===== src/rtl/cla_flow_alloc_age.sv =====
// Flow-entry allocator and aging engine: pops the flow free list for new flows,
// tracks per-entry last-hit timestamps and releases entries on delete or idle timeout.
module cla_flow_alloc_age #(
    parameter int BPTR_NBITS = 4,
    parameter int TS_NBITS   = 16
) (
    input  logic                  clk,
    input  logic                  rstn,
    input  logic                  flush,
    input  logic                  alloc_req,
    output logic                  alloc_ack,
    output logic                  alloc_fail,
    output logic [BPTR_NBITS-1:0] alloc_ptr,
    input  logic                  freeb_init_done,
    input  logic                  freeb_empty,
    input  logic [BPTR_NBITS-1:0] free_buf_ptr,
    output logic                  free_buf_rd,
    input  logic                  hit_valid,
    input  logic [BPTR_NBITS-1:0] hit_ptr,
    input  logic                  del_valid,
    input  logic [BPTR_NBITS-1:0] del_ptr,
    input  logic                  tick,
    input  logic                  age_en,
    input  logic [TS_NBITS-1:0]   age_timeout,
    output logic                  rel_buf_valid,
    output logic [BPTR_NBITS-1:0] rel_buf_ptr,
    output logic [15:0]           aged_cnt
);

    localparam int DEPTH = 1 << BPTR_NBITS;

    logic [DEPTH-1:0]      valid_q;
    logic [DEPTH-1:0]      valid_d;
    logic [TS_NBITS-1:0]   ts_mem [DEPTH];
    logic [TS_NBITS-1:0]   now_q;
    logic [BPTR_NBITS-1:0] scan_idx_q;

    logic                  pop_p0;
    logic                  fail_p0;
    logic                  hit_ok_p0;
    logic                  del_ok_p0;
    logic                  scan_run_p0;
    logic                  scan_fresh_p0;
    logic                  expire_p0;
    logic [TS_NBITS-1:0]   scan_age_p0;
    logic                  rel_vld_p0;
    logic [BPTR_NBITS-1:0] rel_ptr_p0;

    function automatic logic [15:0] sat_inc16(input logic [15:0] v);
        return (v == 16'hFFFF) ? v : v + 16'd1;
    endfunction

    // Decision stage: everything below is evaluated on pre-cycle state.
    // Flush drops every request presented in its cycle.
    assign pop_p0      = alloc_req & freeb_init_done & ~freeb_empty & ~flush;
    assign fail_p0     = alloc_req & ~flush & ~(freeb_init_done & ~freeb_empty);
    assign free_buf_rd = pop_p0;
    assign hit_ok_p0   = hit_valid & ~flush & valid_q[hit_ptr];
    assign del_ok_p0   = del_valid & ~flush & valid_q[del_ptr];

    // Any presented delete owns the release port, so the scanner waits it out.
    assign scan_run_p0   = age_en & (age_timeout != '0) & ~del_valid & ~flush;
    assign scan_age_p0   = now_q - ts_mem[scan_idx_q];
    assign scan_fresh_p0 = (hit_ok_p0 & (hit_ptr == scan_idx_q)) |
                           (pop_p0 & (free_buf_ptr == scan_idx_q));
    assign expire_p0     = scan_run_p0 & valid_q[scan_idx_q] & ~scan_fresh_p0 &
                           (scan_age_p0 >= age_timeout);

    assign rel_vld_p0 = del_ok_p0 | expire_p0;
    assign rel_ptr_p0 = del_ok_p0 ? del_ptr : scan_idx_q;

    // Allocation set is applied last so it wins over a same-pointer delete.
    always_comb begin
        valid_d = valid_q;
        if (del_ok_p0) begin
            valid_d[del_ptr] = 1'b0;
        end
        if (expire_p0) begin
            valid_d[scan_idx_q] = 1'b0;
        end
        if (pop_p0) begin
            valid_d[free_buf_ptr] = 1'b1;
        end
        if (flush) begin
            valid_d = '0;
        end
    end

    // Register stage: responses and releases appear one cycle after the decision.
    always_ff @(posedge clk or negedge rstn) begin
        if (!rstn) begin
            valid_q       <= '0;
            now_q         <= '0;
            scan_idx_q    <= '0;
            alloc_ack     <= 1'b0;
            alloc_fail    <= 1'b0;
            alloc_ptr     <= '0;
            rel_buf_valid <= 1'b0;
            rel_buf_ptr   <= '0;
            aged_cnt      <= '0;
        end else begin
            valid_q    <= valid_d;
            alloc_ack  <= pop_p0;
            alloc_fail <= fail_p0;
            if (pop_p0) begin
                alloc_ptr <= free_buf_ptr;
            end
            rel_buf_valid <= rel_vld_p0;
            if (rel_vld_p0) begin
                rel_buf_ptr <= rel_ptr_p0;
            end
            if (tick) begin
                now_q <= now_q + 1'b1;
            end
            if (flush) begin
                scan_idx_q <= '0;
            end else if (scan_run_p0) begin
                scan_idx_q <= scan_idx_q + 1'b1;
            end
            if (flush) begin
                aged_cnt <= '0;
            end else if (expire_p0) begin
                aged_cnt <= sat_inc16(aged_cnt);
            end
        end
    end

    // Timestamps carry no reset; an entry's stamp is always written before its valid bit is read.
    always_ff @(posedge clk) begin
        if (pop_p0) begin
            ts_mem[free_buf_ptr] <= now_q;
        end
        if (hit_ok_p0) begin
            ts_mem[hit_ptr] <= now_q;
        end
    end

endmodule

===== config.mk =====
export PLATFORM = sky130hd
export DESIGN_NAME = cla_flow_alloc_age
export DESIGN_NICKNAME = d
export VERILOG_FILES = /design/src/rtl/cla_flow_alloc_age.sv
export SDC_FILE = /design/constraint.sdc
export NUM_CORES = 1
export LEC_CHECK = 0
export CORE_MARGIN = 10
export CORE_UTILIZATION = 49
export CTS_CLUSTER_DIAMETER = 200
export DETAILED_ROUTE_END_ITERATION = 6
export PLACE_DENSITY = 0.7
export SLEW_MARGIN = 20
export SYNTH_ARGS = -nofsm -noshare
export SYNTH_HDL_FRONTEND = slang
export SYNTH_SLANG_ARGS = --single-unit

===== constraint.sdc =====
create_clock -name clk -period 8.81 [get_ports clk]
set_input_delay 2.643 -clock clk [delete_from_list [all_inputs] [get_ports clk]]
set_output_delay 2.643 -clock clk [all_outputs]
set_load 0.005 [all_outputs]

==> results of run 1 <==
==> per-layer routing <==
layer  global-route usage (%)  wire [um]  share of wire (%)  up-vias
li1                         -          -                  -     3790
met1                     24.7      13900                 42     4266
met2                     29.3      16000                 48      330
met3                     2.69       2330                7.1       58
met4                     5.19        768                2.3        0
met5                        0          0                  0        -
==> cells in the final DEF, fill, tap and decap left out, types with 10 or more instances in the layout <==
master	netlist	layout
inv_1	42	42
buf_4	0	23
nor2_1	32	32
edfxtp_1	256	256
o21ai_2	0	12
dfrtp_1	63	61
o31ai_1	10	10
xnor2_1	22	22
xor2_1	18	18
mux4_2	90	90
o21ai_0	34	18
nand3_1	18	18
ha_1	38	38
nand2_1	42	42
a21oi_1	35	35
a41o_1	15	15
clkbuf_16	0	31
nor2b_1	11	11
nand4_1	18	18
clkdlybuf4s50_1	0	64
==> critical path: stages <==
cell and delay [ns]:
clkdlybuf4s50_1 0.39, buf_4 0.25, inv_1 0.23, and3_1 0.45, clkdlybuf4s50_1 0.60
==> flip-flops by register name, summed over array words and instances (netlist names) <==
name	flops
scan_idx_q	4
rel_buf_ptr	4
valid_q	16
aged_cnt	16
ts_mem	256
rel_buf_valid	1
now_q	16
alloc_ack	1
alloc_fail	1
alloc_ptr	4
==> final cells by class <==
class | count | area (um2)
sequential | 319 | 9270
fill | 2264 | 12700
antenna | 2 | 5.00
inverter | 42 | 158
clock inverter | 15 | 161
tap | 390 | 488
multi-input combinational | 504 | 5040
clock buffer | 43 | 881
timing repair buffer | 87 | 813
==> final timing paths <==
kind,start,to,slack [ns],cells past startpoint
hold / removal,alloc_ptr[1]$_DFFE_PN0P_,alloc_ptr[1]$_DFFE_PN0P_,0.51,1
hold reg to reg,alloc_ptr[1]$_DFFE_PN0P_,alloc_ptr[1]$_DFFE_PN0P_,0.51,1
setup reg to reg,scan_idx_q[0]$_DFFE_PN0P_,rel_buf_ptr[3]$_DFFE_PN0P_,2.42,18
setup / recovery,flush,free_buf_rd,1.58,5
min in group asynchronous,rstn,now_q[4]$_DFFE_PN0P_,2.20,1
max in group asynchronous,rstn,scan_idx_q[0]$_DFFE_PN0P_,5.90,1
==> cell families (layout without fill, tap and decap cells) <==
family / after synthesis / after routing / share of synthesized area (%)
other: 0 / 2 / 0
buffers and inverters: 85 / 187 / 2.46
muxes: 105 / 105 / 15.2
AOI/OAI and AO/OA: 142 / 142 / 6.67
xor gates and xnor gates: 40 / 40 / 2.40
and+or+nand+nor: 178 / 178 / 6.28
adders and majority gates: 39 / 39 / 3.40
DFF: 319 / 319 / 63.6
==> through the flow <==
step | power (mW) | worst slack (ns) | area, um2
after floorplan | 2.11 | 2.62 | 14600
after CTS | 3.60 | 1.56 | 16800
after detailed placement | 2.28 | 1.57 | 15800
after global placement | 2.26 | 1.58 | 15700
after global routing | 3.73 | 1.43 | 16800
final | 3.58 | 1.58 | 16800
==> report_power, final <==
| part | switching, mW | internal, mW | total [mW] | leakage [nW] |
|---|---|---|---|---|
| clock | 0.563 | 0.764 | 1.33 | 0.512 |
| sequential | 0.0982 | 1.72 | 1.82 | 3.50 |
| combinational | 0.227 | 0.202 | 0.429 | 2.11 |
| total | 0.889 | 2.69 | 3.58 | 6.12 |
==> metrics.csv, run 1 <==
metric,value,unit
outcome,"complete, no violations",
rsz0062_at_grt,false,
clockBufferDepth,3,
fin_util,57.0,%
routed_wl,33.0,mm
hold_slack,0.506,ns
clkSlewWorstSetupHoldPaths,0.06,ns
dieWidth,192,um
cts_resized,0,
crit_arrival,4.58,ns
grt_antenna_before_repair,0,
p_leak,6.12,nW
cp_max_fo,40,
grt_pass1_wl,51.5,mm
synth_edf_count,256,
ir_drop,0.142,mV
synthCells,908,
min_period_over_period,82.0,%
placed_cells,1342,
slew_violations,0,
cts_sinks,319,
fin_tns_setup,0,ns
first_pass_iters,5,
synth_flop_cell,edfxtp_1,
nNetsFinal,1062,
first_global_vias,8616,
drive_above_1_share,19.5,%
rows,63,
synth_area,14600,um2
grt_overflow,0,
min_period,7.23,ns
synth.most_common_cell,edfxtp_1,
dieHeight,192,um
gr-usage-all-layers,18.0,%
fin_cells,1402,
fmax,138,MHz
worst_slew_pin_slew,0.917,ns
drv_cap,0,
cts_tree,done,
place_congestion,0.880,
start_util,49.4,%
cts_buffers,31,
start_kind,primary input,
critPathRequiredTime,6.17,ns
drc,0,
ios,66,
port_buffers,65,
die_area,37000,um2
syn_to_final_growth,15.4,%
vias,8444,
clk_latency,0.56,ns
path_class,in2out,
hold_viol,0,
ys_types,58,
synth_warnings,0,
routedWlPerCell,23.5,um
post_cts_buffers,0,
detail-route-antenna-nets,0,
seq_area_frac_synth,63.6,%
grt_max_degree,64,
synth_area_per_cell,16.1,um2
finalSetupViolCount,0,
dp_hpwl,21.5,mm
skew,0.0132,ns
ys_top_cells_by_area,"edfxtp_1, mux4_2, dfrtp_1",
hp-class,reg2reg,
slew_headroom,38.9,%
clockRootBuffer,clkbuf_16,
async_reset_ff_share,19.7,%
cts_hold_buffers,0,
end_kind,primary output,
synth-seq-cells,319,
h-tree-depth,1,
synth_top_area_cell,edfxtp_1,
drt_iter0_drc,915,
powerDensity,213,nW/um2
coreArea,29500,um2
synth_top_area_share,52.7,%
syn_nets,985,
routed_via_density,6.02,
synth_common_cells,"edfxtp_1, mux4_2, dfrtp_1",
Note: power is estimated with default switching activity, not from simulation.
==> run 2: changes to the inputs <==
==> constraint.sdc (replaced) <==
create_clock -name clk -period 6.8 [get_ports clk]
set_input_delay 2.04 -clock clk [delete_from_list [all_inputs] [get_ports clk]]
set_output_delay 2.04 -clock clk [all_outputs]
set_load 0.005 [all_outputs]
==> run 2 against run 1 <==
Non-clock buffer count increased by 7. Critical path depth rose by 13. Register-to-register slack got worse by 1.6 ns. Cell area grew 0.40%. Die area did not move. Flip-flop and latch count is the same. Utilization grew 0.23 points. Critical path type is now reg2reg.
==> metrics.csv, run 2 (same netlist as run 1, synthesis figures left out) <==
metric,value,unit
drive_above_1_share,20.2,%
finalSetupViolCount,0,
routed_wl,33.7,mm
dieWidth,192,um
cp_num_buf_inv,2,
rr_startpoint,scan_idx_q[0]$_DFFE_PN0P_,
slew_violations,0,
power.total,4.70,mW
r2r_setup_slack,0.79,ns
place_congestion,0.839,
whs_path_depth,1,
routed_via_density,6.11,
reg2reg_depth,18,
hp-class,reg2reg,
crit_arrival,6.45,ns
path_class,reg2reg,
clk_latency,0.56,ns
cts_hold_buffers,0,
fin_cells,1407,
min_period_over_period,88.4,%
cts_resized,0,
worst_r2r_endpoint,rel_buf_ptr[1]$_DFFE_PN0P_,
ir_drop,0.174,mV
placed_cells,1349,
outcome,"complete, no violations",
vias,8602,
cp_max_fo,30,
die_area,37000,um2
largest_reg_flops,256,
rows,63,
grt_max_degree,64,
grt_antenna_before_repair,0,
critPathRequiredTime,7.24,ns
dieHeight,192,um
hold_path_end,alloc_ptr[2]$_DFFE_PN0P_,
skew,0.0104,ns
grt_overflow,0,
cts_tree,done,
p_clk_share,38.2,%
num_antenna_cells,0,
hold_viol,0,
min_period,6.01,ns
h-tree-depth,1,
hold_start,alloc_ptr[2]$_DFFE_PN0P_,
slew_headroom,42.4,%
path_delay_family,compound AO/OA/AOI/OAI gates,
post_cts_buffers,0,
cts_sinks,319,
clockBufferDepth,3,
final_cell_mix,"edfxtp_1, mux4_2, clkdlybuf4s50_1, dfrtp_1",
first_global_vias,8589,
fin_util,57.3,%
routedWlPerCell,23.9,um
end_kind,flip-flop,
fin_tns_setup,0,ns
crit_chain,"mux4_2, mux4_2, inv_1, ha_1, nor2b_1, o31ai_1, a31oi_1, or4_1, a311o_1, xor2_1, ha_1, a21o_1, a21o_1, a21oi_1, o21a_1, buf_4, nor3_1, a221o_1",
clockRootBuffer,clkbuf_16,
swShare,23.9,%
detail-route-antenna-nets,0,
gr-usage-all-layers,18.4,%
syn_to_final_growth,15.9,%
port_buffers,65,
p_seq_share,50.3,%
first_pass_iters,5,
grt_pass1_wl,52.2,mm
fmax,166,MHz
p_leak,6.19,nW
fillers,2235,
drv_cap,0,
switching_power,1.12,mW
setup.worst_path.start,scan_idx_q[0]$_DFFE_PN0P_,
coreArea,29500,um2
worst_slew_pin_slew,0.853,ns
rsz0062_at_grt,false,
drc,0,
regMostFlops,ts_mem,
pwr-share-comb,11.4,%
powerDensity,279,nW/um2
cp_slowest_cell,dfrtp_4,
ios,66,
clkSlewWorstSetupHoldPaths,0.06,ns
dp_hpwl,20.8,mm
p_int,3.58,mW
cts_buffers,31,
cpPeakStageDelay,0.82,ns
start_kind,flip-flop,
start_util,49.4,%
drt_iter0_drc,792,
mostFrequentLayoutCell,edfxtp_1,
nNetsFinal,1069,
-- run 2: changes by cell type in the layout (fill, tap and decap cells not counted), moves of 2 or more --
cell	previous run	this run
buf_4	23	30
clkbuf_1	6	2
o21ai_2	12	16
o21ai_4	4	0
bufinv_16	2	5
clkinv_1	1	4
clkinvlp_4	2	0
diode_2	2	0
inv_6	0	2
-- run 2: metrics by stage --
stage / hold WS, ns / cell area, um2 / setup slack [ns]
2_1_floorplan: 0.494 / 14600 / 0.614
3_3_place_gp: 0.491 / 15800 / 0.876
3_5_place_dp: 0.499 / 15800 / 0.783
4_1_cts: 0.511 / 16900 / 0.760
5_1_grt: 0.528 / 16900 / 0.370
6_report: 0.509 / 16900 / 0.790
-- run 2: cell type report --
type	instances	area, um2	area share [%]
Timing Repair Buffer	94	866	5.13
Inverter	42	158	0.934
Sequential cell	319	9270	54.9
Tap cell	390	488	2.89
Clock inverter	19	226	1.34
Clock buffer	39	866	5.13
Multi-Input combinational cell	504	5010	29.7
-- run 2: how the worst max path moves through the flow --
stage | end | slack [ns] | cells after the start
2_1_floorplan | aged_cnt[12]$_DFFE_PN0P_ | 0.61 | 22
5_1_grt | rel_buf_ptr[1]$_DFFE_PN0P_ | 0.37 | 18
6_report | rel_buf_ptr[1]$_DFFE_PN0P_ | 0.79 | 18
3_3_place_gp | rel_buf_ptr[1]$_DFFE_PN0P_ | 0.88 | 18
4_1_cts | rel_buf_ptr[1]$_DFFE_PN0P_ | 0.76 | 18
3_5_place_dp | rel_buf_ptr[1]$_DFFE_PN0P_ | 0.78 | 18
-- run 2: worst register-to-register path, cell delays in order, from the launching register on --
cell and delay, ns:
dfrtp_4 0.82, mux4_2 0.60, mux4_2 0.48, inv_1 0.11, ha_1 0.23, nor2b_1 0.14
o31ai_1 0.32, a31oi_1 0.20, or4_1 0.46, a311o_1 0.31, xor2_1 0.16, ha_1 0.31
a21o_1 0.17, a21o_1 0.17, a21oi_1 0.18, o21a_1 0.64, buf_4 0.26, nor3_1 0.05
a221o_1 0.29
-- run 2: routing by layer --
| layer | wire length (um) | vias up | share of wire (%) | global-route usage (%) |
|---|---|---|---|---|
| li1 | - | 3810 | - | - |
| met1 | 14200 | 4428 | 42 | 26.0 |
| met2 | 16500 | 323 | 49 | 30.0 |
| met3 | 2370 | 41 | 7.0 | 2.40 |
| met4 | 538 | 0 | 1.6 | 4.00 |
| met5 | 0 | - | 0 | 0 |
-- run 2: power groups by stage --
stage / logic [mW] / registers (mW) / clock network [mW]
floorplan: 0.389 / 2.35 / 0
global placement: 0.527 / 2.40 / 0
detailed placement: 0.541 / 2.41 / 0
CTS: 0.544 / 2.37 / 1.83
global route: 0.606 / 2.38 / 1.91
finish: 0.539 / 2.37 / 1.80
